<file path="config.mk">
export PLATFORM = sky130hd
export DESIGN_NAME = rsv_sched_flat
export DESIGN_NICKNAME = d
export VERILOG_FILES = /design/src/rtl/rsv_sched_pkg.sv /design/src/rtl/rsv_sched_if.sv /design/src/rtl/rsv_sched_age_matrix_sel.sv /design/src/rtl/rsv_sched.sv /design/src/flat_wrapper.sv
export SDC_FILE = /design/constraint.sdc
export NUM_CORES = 1
export LEC_CHECK = 0
export BUFFER_PORTS_ARGS = -buffer_cell sky130_fd_sc_hd__buf_2
export CAP_MARGIN = 20
export CELL_PAD_IN_SITES_DETAIL_PLACEMENT = 0
export CELL_PAD_IN_SITES_GLOBAL_PLACEMENT = 2
export CORE_MARGIN = 2
export CORE_UTILIZATION = 34
export DETAILED_ROUTE_END_ITERATION = 6
export GPL_ROUTABILITY_DRIVEN = 0
export PLACE_DENSITY_LB_ADDON = 0.1
export SLEW_MARGIN = 30
export SYNTH_ARGS = -nofsm -noshare
export SYNTH_HDL_FRONTEND = slang
export SYNTH_HIERARCHICAL = 1
export SYNTH_SLANG_ARGS = --single-unit
</file>
<file path="constraint.sdc">
create_clock -name clk -period 3.29 [get_ports clk]
set_input_delay 0.1645 -clock clk [delete_from_list [all_inputs] [get_ports clk]]
set_output_delay 0.1645 -clock clk [all_outputs]
set_load 0.03 [all_outputs]
</file>
<file path="src/rtl/rsv_sched_pkg.sv">
// ---------------------------------------------------------------------------
// rsv_sched_pkg : widths and entry types for the reservation station
// Rev 1.0
// ---------------------------------------------------------------------------
`default_nettype none

package rsv_sched_pkg;

  localparam int NUM_UOPS      = 128;
  localparam int PHYSFILE_SIZE = 128;
  localparam int ROB_SIZE      = 64;
  localparam int RSV_SIZE      = 8;

  localparam int UOP_W     = $clog2(NUM_UOPS);
  localparam int PTAG_W    = $clog2(PHYSFILE_SIZE);
  localparam int ROB_W     = $clog2(ROB_SIZE);
  localparam int RSV_IDX_W = $clog2(RSV_SIZE);
  localparam int CNT_W     = $clog2(RSV_SIZE + 1);

  typedef struct packed {
    logic [UOP_W-1:0]  uop;
    logic [PTAG_W-1:0] src1_tag;
    logic              src1_rdy;
    logic [PTAG_W-1:0] src2_tag;
    logic              src2_rdy;
    logic [PTAG_W-1:0] dest_tag;
    logic [ROB_W-1:0]  rob_id;
  } rsv_entry_t;

  typedef struct packed {
    logic [UOP_W-1:0]  uop;
    logic [PTAG_W-1:0] src1_tag;
    logic [PTAG_W-1:0] src2_tag;
    logic [PTAG_W-1:0] dest_tag;
    logic [ROB_W-1:0]  rob_id;
  } rsv_issue_t;

  // Index of the lowest set bit; also converts a one-hot vector to an index.
  function automatic logic [RSV_IDX_W-1:0] first_set(input logic [RSV_SIZE-1:0] v);
    first_set = '0;
    for (int i = RSV_SIZE - 1; i >= 0; i--) begin
      if (v[i]) first_set = RSV_IDX_W'(i);
    end
  endfunction

endpackage

`default_nettype wire

</file>
<file path="src/rtl/rsv_sched_if.sv">
// ---------------------------------------------------------------------------
// rsv_sched_if : dispatch, wakeup and issue signals of the reservation station
// Rev 1.0
// ---------------------------------------------------------------------------
`default_nettype none

interface rsv_sched_if;
  import rsv_sched_pkg::*;

  logic              flush;
  logic              alloc_valid;
  logic              alloc_ready;
  logic [UOP_W-1:0]  alloc_uop;
  logic [PTAG_W-1:0] alloc_src1_tag;
  logic [PTAG_W-1:0] alloc_src2_tag;
  logic              alloc_src1_rdy;
  logic              alloc_src2_rdy;
  logic [PTAG_W-1:0] alloc_dest_tag;
  logic [ROB_W-1:0]  alloc_rob_id;
  logic              wakeup_valid;
  logic [PTAG_W-1:0] wakeup_tag;
  logic              issue_valid;
  logic              issue_ready;
  logic [UOP_W-1:0]  issue_uop;
  logic [PTAG_W-1:0] issue_src1_tag;
  logic [PTAG_W-1:0] issue_src2_tag;
  logic [PTAG_W-1:0] issue_dest_tag;
  logic [ROB_W-1:0]  issue_rob_id;
  logic [CNT_W-1:0]  count;

  // The scheduler side.
  modport slave (
    input  flush, alloc_valid, alloc_uop, alloc_src1_tag, alloc_src2_tag,
           alloc_src1_rdy, alloc_src2_rdy, alloc_dest_tag, alloc_rob_id,
           wakeup_valid, wakeup_tag, issue_ready,
    output alloc_ready, issue_valid, issue_uop, issue_src1_tag, issue_src2_tag,
           issue_dest_tag, issue_rob_id, count
  );

  // Dispatch / result bus / functional unit side.
  modport master (
    output flush, alloc_valid, alloc_uop, alloc_src1_tag, alloc_src2_tag,
           alloc_src1_rdy, alloc_src2_rdy, alloc_dest_tag, alloc_rob_id,
           wakeup_valid, wakeup_tag, issue_ready,
    input  alloc_ready, issue_valid, issue_uop, issue_src1_tag, issue_src2_tag,
           issue_dest_tag, issue_rob_id, count
  );

endinterface

`default_nettype wire

</file>
<file path="src/rtl/rsv_sched_age_matrix_sel.sv">
// ---------------------------------------------------------------------------
// age_matrix_sel : age matrix storage and oldest-ready one-hot select
// Rev 1.0
// ---------------------------------------------------------------------------
`default_nettype none

module age_matrix_sel
  import rsv_sched_pkg::*;
(
  input  logic                 clk,
  input  logic                 rst,
  input  logic                 flush_i,
  input  logic                 alloc_en_i,
  input  logic [RSV_IDX_W-1:0] alloc_idx_i,
  input  logic                 free_en_i,
  input  logic [RSV_IDX_W-1:0] free_idx_i,
  input  logic [RSV_SIZE-1:0]  valid_i,
  input  logic [RSV_SIZE-1:0]  ready_i,
  output logic [RSV_SIZE-1:0]  sel_o,
  output logic                 sel_any_o
);

  // age_q[i][j] = 1 means entry i is older than entry j.
  logic [RSV_SIZE-1:0] age_q [RSV_SIZE];
  logic [RSV_SIZE-1:0] age_d [RSV_SIZE];

  always_comb begin
    age_d = age_q;
    if (free_en_i) age_d[free_idx_i] = '0;
    if (alloc_en_i) begin
      age_d[alloc_idx_i] = '0;
      for (int j = 0; j < RSV_SIZE; j++) begin
        if (valid_i[j] && !(free_en_i && (free_idx_i == RSV_IDX_W'(j))))
          age_d[j][alloc_idx_i] = 1'b1;
      end
    end
  end

  always_ff @(posedge clk) begin
    if (rst || flush_i) begin
      for (int i = 0; i < RSV_SIZE; i++) age_q[i] <= '0;
    end else begin
      age_q <= age_d;
    end
  end

  for (genvar i = 0; i < RSV_SIZE; i++) begin : g_sel
    logic older_rdy;
    always_comb begin
      older_rdy = 1'b0;
      for (int j = 0; j < RSV_SIZE; j++) older_rdy = older_rdy | (ready_i[j] & age_q[j][i]);
    end
    assign sel_o[i] = ready_i[i] & ~older_rdy;
  end

  assign sel_any_o = |sel_o;

endmodule

`default_nettype wire

</file>
<file path="src/rtl/rsv_sched.sv">
// ---------------------------------------------------------------------------
// rsv_sched : reservation station issuing the oldest fully-ready uop
// Rev 1.0
// ---------------------------------------------------------------------------
`default_nettype none

module rsv_sched
  import rsv_sched_pkg::*;
(
  input logic       clk,
  input logic       rst,
  rsv_sched_if.slave rs
);

  logic [RSV_SIZE-1:0] valid_q, valid_d;
  rsv_entry_t          ent_q [RSV_SIZE];
  rsv_entry_t          ent_d [RSV_SIZE];
  logic [CNT_W-1:0]    count_q, count_d;
  logic                issue_valid_q, issue_valid_d;
  rsv_issue_t          iss_q, iss_d;

  logic [RSV_SIZE-1:0]  w_ready;
  logic [RSV_SIZE-1:0]  w_sel;
  logic                 w_sel_any;
  logic [RSV_IDX_W-1:0] w_sel_idx;
  logic [RSV_IDX_W-1:0] w_alloc_idx;
  logic                 w_alloc;
  logic                 w_load;
  logic                 w_fire;
  rsv_entry_t           w_new;

  for (genvar i = 0; i < RSV_SIZE; i++) begin : g_ready
    assign w_ready[i] = valid_q[i] & ent_q[i].src1_rdy & ent_q[i].src2_rdy;
  end

  // alloc_ready looks only at the start-of-cycle count.
  assign rs.alloc_ready = (count_q != CNT_W'(RSV_SIZE));
  assign w_alloc        = rs.alloc_valid & rs.alloc_ready;
  assign w_alloc_idx    = first_set(~valid_q);
  assign w_load         = ~issue_valid_q | rs.issue_ready;
  assign w_fire         = w_load & w_sel_any;
  assign w_sel_idx      = first_set(w_sel);

  age_matrix_sel u_age (
    .clk        (clk),
    .rst        (rst),
    .flush_i    (rs.flush),
    .alloc_en_i (w_alloc),
    .alloc_idx_i(w_alloc_idx),
    .free_en_i  (w_fire),
    .free_idx_i (w_sel_idx),
    .valid_i    (valid_q),
    .ready_i    (w_ready),
    .sel_o      (w_sel),
    .sel_any_o  (w_sel_any)
  );

  // Incoming uop, with same-cycle bypass of the result bus.
  always_comb begin
    w_new          = '0;
    w_new.uop      = rs.alloc_uop;
    w_new.src1_tag = rs.alloc_src1_tag;
    w_new.src2_tag = rs.alloc_src2_tag;
    w_new.dest_tag = rs.alloc_dest_tag;
    w_new.rob_id   = rs.alloc_rob_id;
    w_new.src1_rdy = rs.alloc_src1_rdy | (rs.wakeup_valid & (rs.alloc_src1_tag == rs.wakeup_tag));
    w_new.src2_rdy = rs.alloc_src2_rdy | (rs.wakeup_valid & (rs.alloc_src2_tag == rs.wakeup_tag));
  end

  always_comb begin
    valid_d       = valid_q;
    ent_d         = ent_q;
    issue_valid_d = issue_valid_q;
    iss_d         = iss_q;

    if (rs.wakeup_valid) begin
      for (int i = 0; i < RSV_SIZE; i++) begin
        if (valid_q[i] && (ent_q[i].src1_tag == rs.wakeup_tag)) ent_d[i].src1_rdy = 1'b1;
        if (valid_q[i] && (ent_q[i].src2_tag == rs.wakeup_tag)) ent_d[i].src2_rdy = 1'b1;
      end
    end

    if (w_load) begin
      issue_valid_d = w_sel_any;
      if (w_sel_any) begin
        valid_d[w_sel_idx] = 1'b0;
        iss_d.uop          = ent_q[w_sel_idx].uop;
        iss_d.src1_tag     = ent_q[w_sel_idx].src1_tag;
        iss_d.src2_tag     = ent_q[w_sel_idx].src2_tag;
        iss_d.dest_tag     = ent_q[w_sel_idx].dest_tag;
        iss_d.rob_id       = ent_q[w_sel_idx].rob_id;
      end
    end

    if (w_alloc) begin
      valid_d[w_alloc_idx] = 1'b1;
      ent_d[w_alloc_idx]   = w_new;
    end

    count_d = count_q + CNT_W'(w_alloc) - CNT_W'(w_fire);
  end

  always_ff @(posedge clk) begin
    if (rst) begin
      valid_q       <= '0;
      count_q       <= '0;
      issue_valid_q <= 1'b0;
      iss_q         <= '0;
      for (int i = 0; i < RSV_SIZE; i++) ent_q[i] <= '0;
    end else if (rs.flush) begin
      valid_q       <= '0;
      count_q       <= '0;
      issue_valid_q <= 1'b0;
    end else begin
      valid_q       <= valid_d;
      ent_q         <= ent_d;
      count_q       <= count_d;
      issue_valid_q <= issue_valid_d;
      iss_q         <= iss_d;
    end
  end

  assign rs.issue_valid    = issue_valid_q;
  assign rs.issue_uop      = iss_q.uop;
  assign rs.issue_src1_tag = iss_q.src1_tag;
  assign rs.issue_src2_tag = iss_q.src2_tag;
  assign rs.issue_dest_tag = iss_q.dest_tag;
  assign rs.issue_rob_id   = iss_q.rob_id;
  assign rs.count          = count_q;

endmodule

`default_nettype wire

</file>
<file path="src/flat_wrapper.sv">
// flat-port wrapper written by rule: the top's interface ports become plain ports
module rsv_sched_flat import rsv_sched_pkg::*;
  (clk, rst, rs_flush, rs_alloc_valid, rs_alloc_uop, rs_alloc_src1_tag, rs_alloc_src2_tag, rs_alloc_src1_rdy, rs_alloc_src2_rdy, rs_alloc_dest_tag, rs_alloc_rob_id, rs_wakeup_valid, rs_wakeup_tag, rs_issue_ready, rs_alloc_ready, rs_issue_valid, rs_issue_uop, rs_issue_src1_tag, rs_issue_src2_tag, rs_issue_dest_tag, rs_issue_rob_id, rs_count);
  rsv_sched_if rs_i ();
  input logic clk;
  input logic rst;
  input wire logic [$bits(rs_i.flush)-1:0] rs_flush;
  input wire logic [$bits(rs_i.alloc_valid)-1:0] rs_alloc_valid;
  input wire logic [$bits(rs_i.alloc_uop)-1:0] rs_alloc_uop;
  input wire logic [$bits(rs_i.alloc_src1_tag)-1:0] rs_alloc_src1_tag;
  input wire logic [$bits(rs_i.alloc_src2_tag)-1:0] rs_alloc_src2_tag;
  input wire logic [$bits(rs_i.alloc_src1_rdy)-1:0] rs_alloc_src1_rdy;
  input wire logic [$bits(rs_i.alloc_src2_rdy)-1:0] rs_alloc_src2_rdy;
  input wire logic [$bits(rs_i.alloc_dest_tag)-1:0] rs_alloc_dest_tag;
  input wire logic [$bits(rs_i.alloc_rob_id)-1:0] rs_alloc_rob_id;
  input wire logic [$bits(rs_i.wakeup_valid)-1:0] rs_wakeup_valid;
  input wire logic [$bits(rs_i.wakeup_tag)-1:0] rs_wakeup_tag;
  input wire logic [$bits(rs_i.issue_ready)-1:0] rs_issue_ready;
  output wire logic [$bits(rs_i.alloc_ready)-1:0] rs_alloc_ready;
  output wire logic [$bits(rs_i.issue_valid)-1:0] rs_issue_valid;
  output wire logic [$bits(rs_i.issue_uop)-1:0] rs_issue_uop;
  output wire logic [$bits(rs_i.issue_src1_tag)-1:0] rs_issue_src1_tag;
  output wire logic [$bits(rs_i.issue_src2_tag)-1:0] rs_issue_src2_tag;
  output wire logic [$bits(rs_i.issue_dest_tag)-1:0] rs_issue_dest_tag;
  output wire logic [$bits(rs_i.issue_rob_id)-1:0] rs_issue_rob_id;
  output wire logic [$bits(rs_i.count)-1:0] rs_count;
  assign rs_i.flush = rs_flush;
  assign rs_i.alloc_valid = rs_alloc_valid;
  assign rs_i.alloc_uop = rs_alloc_uop;
  assign rs_i.alloc_src1_tag = rs_alloc_src1_tag;
  assign rs_i.alloc_src2_tag = rs_alloc_src2_tag;
  assign rs_i.alloc_src1_rdy = rs_alloc_src1_rdy;
  assign rs_i.alloc_src2_rdy = rs_alloc_src2_rdy;
  assign rs_i.alloc_dest_tag = rs_alloc_dest_tag;
  assign rs_i.alloc_rob_id = rs_alloc_rob_id;
  assign rs_i.wakeup_valid = rs_wakeup_valid;
  assign rs_i.wakeup_tag = rs_wakeup_tag;
  assign rs_i.issue_ready = rs_issue_ready;
  assign rs_alloc_ready = rs_i.alloc_ready;
  assign rs_issue_valid = rs_i.issue_valid;
  assign rs_issue_uop = rs_i.issue_uop;
  assign rs_issue_src1_tag = rs_i.issue_src1_tag;
  assign rs_issue_src2_tag = rs_i.issue_src2_tag;
  assign rs_issue_dest_tag = rs_i.issue_dest_tag;
  assign rs_issue_rob_id = rs_i.issue_rob_id;
  assign rs_count = rs_i.count;
  rsv_sched u_core (.clk(clk), .rst(rst), .rs(rs_i));
endmodule
</file>
==> summary.json <==
{
  "dominantRegCellSynth": "sky130_fd_sc_hd__dfxtp_1",
  "min-delay-path-class": "input port to flop",
  "antenna_cells_inserted": 0,
  "highest_count_cells_in_the_layout_ignoring_fill_and_taps": "sky130_fd_sc_hd__dfxtp_1 (399), sky130_fd_sc_hd__nand2_1 (307), sky130_fd_sc_hd__a21oi_1 (256)",
  "fin_nets": 2482,
  "route.antenna.remaining_nets": 0,
  "placed_cell_area_sq_um": 20900,
  "critical_path.n_buffers_inverters": 2,
  "timing.critical_path.fanout_max": 8,
  "clock_tree_from_tritoncts": "yes",
  "post-route-period-util": 0.938,
  "endpoint_kind": "flop",
  "synth_sequential_area_ratio": 0.410,
  "crit_arrival_ns": 3.56,
  "grt_util_met3": 0.0387,
  "regToRegSetupSlack_ns": 0.20,
  "dp.final_hpwl_microns": 50500,
  "mostFrequentLayoutCell": "sky130_fd_sc_hd__dfxtp_1",
  "ctsHtreeMaxLevel": 2,
  "slew_headroom": 0.365,
  "violations": "design-rule violations",
  "drt_first_pass_iters": 7,
  "clock_insertion_delay_worst_skew_ns": 0.61,
  "grt.busiest_layer": "met2",
  "grt_first_pass_wirelength_microns": 123000,
  "floorplan.initialDensity": 0.345,
  "slowest_stage": "sky130_fd_sc_hd__dfxtp_1",
  "grt_antenna_before_repair": 0,
  "chipHeight_microns": 244,
  "grt_max_degree": 101,
  "syn_area_sq_um": 19500,
  "clk_root_buffer_cell": "sky130_fd_sc_hd__clkbuf_16",
  "dr_total_vias": 18700,
  "overflow": 0,
  "timing_worst_setup_path_type": "flop to flop",
  "synth_top_area_frac": 0.410,
  "cp_cell_sequence": "and3_1 > a22oi_1 > nand4b_1 > nor2_2 > nor4_1 > nand2_1 > nand2_1 > inv_1 > ha_1 > inv_1 > ha_1 > a21o_1 > a21oi_1 > xor2_1 > nor2_1",
  "met1_usage": 0.371,
  "fmaxAchievable_mhz": 324,
  "numClockSinks": 399,
  "holdCritStartpoint": "rs_alloc_src2_rdy",
  "num_io_pins": 89,
  "clkTransAtPathRegs_ns": 0.06,
  "cts-buffers-inserted": 49,
  "syn2layout_area_growth_pct": 17.0,
  "yosys_warnings": 6,
  "port_buffers": 88,
  "timing_max_transition_violations_final": 0,
  "power_density_nw_per_um2": 475,
  "layout.filler_cells": 5843,
  "outcome": "complete, but fails checks",
  "clk_path_buf_depth": 3,
  "core_area_sq_um": 56600,
  "grt_pass1_vias": 18500,
  "worstPathRequired_ns": 3.76,
  "finalSetupTns_ns": 0,
  "worstHoldEndpoint": "u_core/ent_q[121]",
  "crit_family": "simple AND/OR/NAND/NOR gates",
  "hold_viol_final": 0,
  "endpoint_of_the_worst_register_to_register_path": "u_core/rs.count[3]",
  "report.final.setup_viol": 0,
  "std_cell_rows": 87,
  "synth_edf_count": 0,
  "gr-usage-met2": 0.444,
  "synthesized_area_divided_by_synthesized_cell_count_sq_um": 8.10,
  "drt_wl_cell_microns": 25.4,
  "post_synthesis_async_set_or_reset_flop_share": 0,
  "final_layout_size_suffix_gt1_frac": 0.135,
  "dr.first_iter.drc_count": 1828,
  "synth_seq_cells": 399,
  "design_area_sq_um": 22800,
  "drt_drc_violations_left": 3,
  "vias_per_cell": 5.82,
  "number_of_cells_produced_by_synthesis": 2407,
  "floorplan.die_area_sq_um": 59300,
  "crit-reg2reg-launch": "u_core/ent_q[93]",
  "lkg_pwr_nw": 8.27,
  "crit_path_start_kind": "flop",
  "maxCapViolCount": 0,
  "syn_nets": 2462,
  "critical-path-max-stage-delay_ns": 0.31,
  "routed_wl_microns": 81600,
  "die_w_microns": 244,
  "fin_crit_period_ns": 3.09,
  "rsz0062_at_grt": "false",
  "finalClockSkew_ns": 0.0149,
  "whs_path_depth": 5,
  "max_slew.worst_pin.slew_ns": 0.951,
  "r2r_worst_path_depth": 15,
  "cell_types_occupying_the_most_area_after_synthesis": "sky130_fd_sc_hd__dfxtp_1 (41%), sky130_fd_sc_hd__a21oi_1 (6.6%), sky130_fd_sc_hd__nand2_1 (5.9%), sky130_fd_sc_hd__nand3_1 (4.2%), sky130_fd_sc_hd__a22oi_1 (4.0%)",
  "synth_largest_area_cell": "sky130_fd_sc_hd__dfxtp_1",
  "synth.distinct_cells": 67,
  "vdd_ir_drop_max_mv": 0.340,
  "globalRouteTotalUtil": 0.270
}
-- power breakdown --
group / leakage, nW / internal, mW / switching, mW
sequential: 3.22 / 4.86 / 0.0233
combinational: 4.30 / 0.205 / 0.484
clock: 0.755 / 3.05 / 2.22
-- how the worst max path moves through the flow --
stage | from | end | slack (ns) | depth (start not counted)
floorplan | u_core/valid_q[2] | u_core/u_age/age_q[10] | 0.21 | 16
global placement | u_core/valid_q[5] | u_core/rs.issue_dest_tag[1] | 0.06 | 11
global route | u_core/ent_q[13] | u_core/rs.count[2] | 0.006 | 15
finish | u_core/ent_q[93] | u_core/rs.count[3] | 0.20 | 15
CTS | u_core/ent_q[93] | u_core/rs.issue_rob_id[3] | 0.05 | 11
detailed placement | u_core/ent_q[93] | u_core/rs.issue_rob_id[3] | 0.02 | 11
-- per-stage QoR --
| step | util | worst slack, ns | power [mW] | hold WS [ns] | cells |
|---|---|---|---|---|---|
| detailed placement | 0.369 | 0.0202 | 5.65 | 0.440 | 3093 |
| global placement | 0.368 | 0.0650 | 5.64 | 0.433 | 3093 |
| CTS | 0.402 | 0.0503 | 11.0 | 0.164 | 3211 |
| global route | 0.403 | 0.00628 | 11.2 | 0.192 | 3214 |
| floorplan | - | 0.211 | 5.38 | 0.352 | 2407 |
| finish | 0.403 | 0.205 | 10.8 | 0.189 | 3214 |
-- layout make-up --
class / instances / area (sq um) / area share
clock buffer: 70 / 1420 / 0.0620
clock inverter: 12 / 114 / 0.00499
inverter: 50 / 193 / 0.00844
multi-input combinational: 1690 / 10300 / 0.450
sequential: 399 / 7990 / 0.350
tap: 756 / 946 / 0.0414
timing repair buffer: 237 / 1900 / 0.0833
-- cells in the mapped netlist (44+ instances only) --
master,instances
sky130_fd_sc_hd__o21ai_0,143
sky130_fd_sc_hd__inv_1,47
sky130_fd_sc_hd__nor2_1,142
sky130_fd_sc_hd__xor2_1,44
sky130_fd_sc_hd__mux2i_1,56
sky130_fd_sc_hd__a21oi_1,258
sky130_fd_sc_hd__xnor2_1,84
sky130_fd_sc_hd__clkbuf_1,182
sky130_fd_sc_hd__dfxtp_1,399
sky130_fd_sc_hd__nand3_1,162
sky130_fd_sc_hd__a22oi_1,103
sky130_fd_sc_hd__buf_2,60
sky130_fd_sc_hd__nand2_1,307
-- sequential cells by signal, summed over array words and instances (netlist names) --
name and flops:
u_core/rs.issue_uop 7, u_core/rs.issue_valid 1, u_core/rs.issue_src1_tag 7, u_core/rs.issue_src2_tag 7
u_core/rs.count 4, u_core/valid_q 8, u_core/u_age/age_q 64, u_core/rs.issue_dest_tag 7
u_core/rs.issue_rob_id 6, u_core/ent_q 288
-- metal layers --
metal / vias up / wire length [microns]
met5: - / 0
met4: 0 / 1590
met3: 108 / 4790
met2: 658 / 38200
met1: 9316 / 37000
li1: 8633 / -
-- kinds of logic (layout without fill, tap and decap cells) --
family | Yosys count | in the layout | synth area share
compound gates | 716 | 716 | 0.234
xor+xnor | 128 | 128 | 0.0575
simple gates | 784 | 784 | 0.195
flops | 399 | 399 | 0.410
mux | 56 | 56 | 0.0287
fa+ha+maj | 6 | 6 | 0.00423
buf+inv | 318 | 369 | 0.0714
-- worst register-to-register path, cell delays in order (launching register included) --
cell,delay (ns)
sky130_fd_sc_hd__dfxtp_1,0.31
sky130_fd_sc_hd__and3_1,0.28
sky130_fd_sc_hd__a22oi_1,0.28
sky130_fd_sc_hd__nand4b_1,0.18
sky130_fd_sc_hd__nor2_2,0.28
sky130_fd_sc_hd__nor4_1,0.09
sky130_fd_sc_hd__nand2_1,0.12
sky130_fd_sc_hd__nand2_1,0.08
sky130_fd_sc_hd__inv_1,0.20
sky130_fd_sc_hd__ha_1,0.24
sky130_fd_sc_hd__inv_1,0.06
sky130_fd_sc_hd__ha_1,0.27
sky130_fd_sc_hd__a21o_1,0.18
sky130_fd_sc_hd__a21oi_1,0.16
sky130_fd_sc_hd__xor2_1,0.16
sky130_fd_sc_hd__nor2_1,0.06
-- repair_timing --
| action | 4_1_cts | 5_1_grt |
|---|---|---|
| hold endpoints to repair | 263 | 0 |
| resized for setup | 0 | 10 |
| pin swaps | 1 | 1 |
| setup buffers | 0 | 3 |
| endpoints found under the setup margin | 2 | 47 |
| hold buffers | 36 | 0 |
Power figures use the tool's default switching activity.
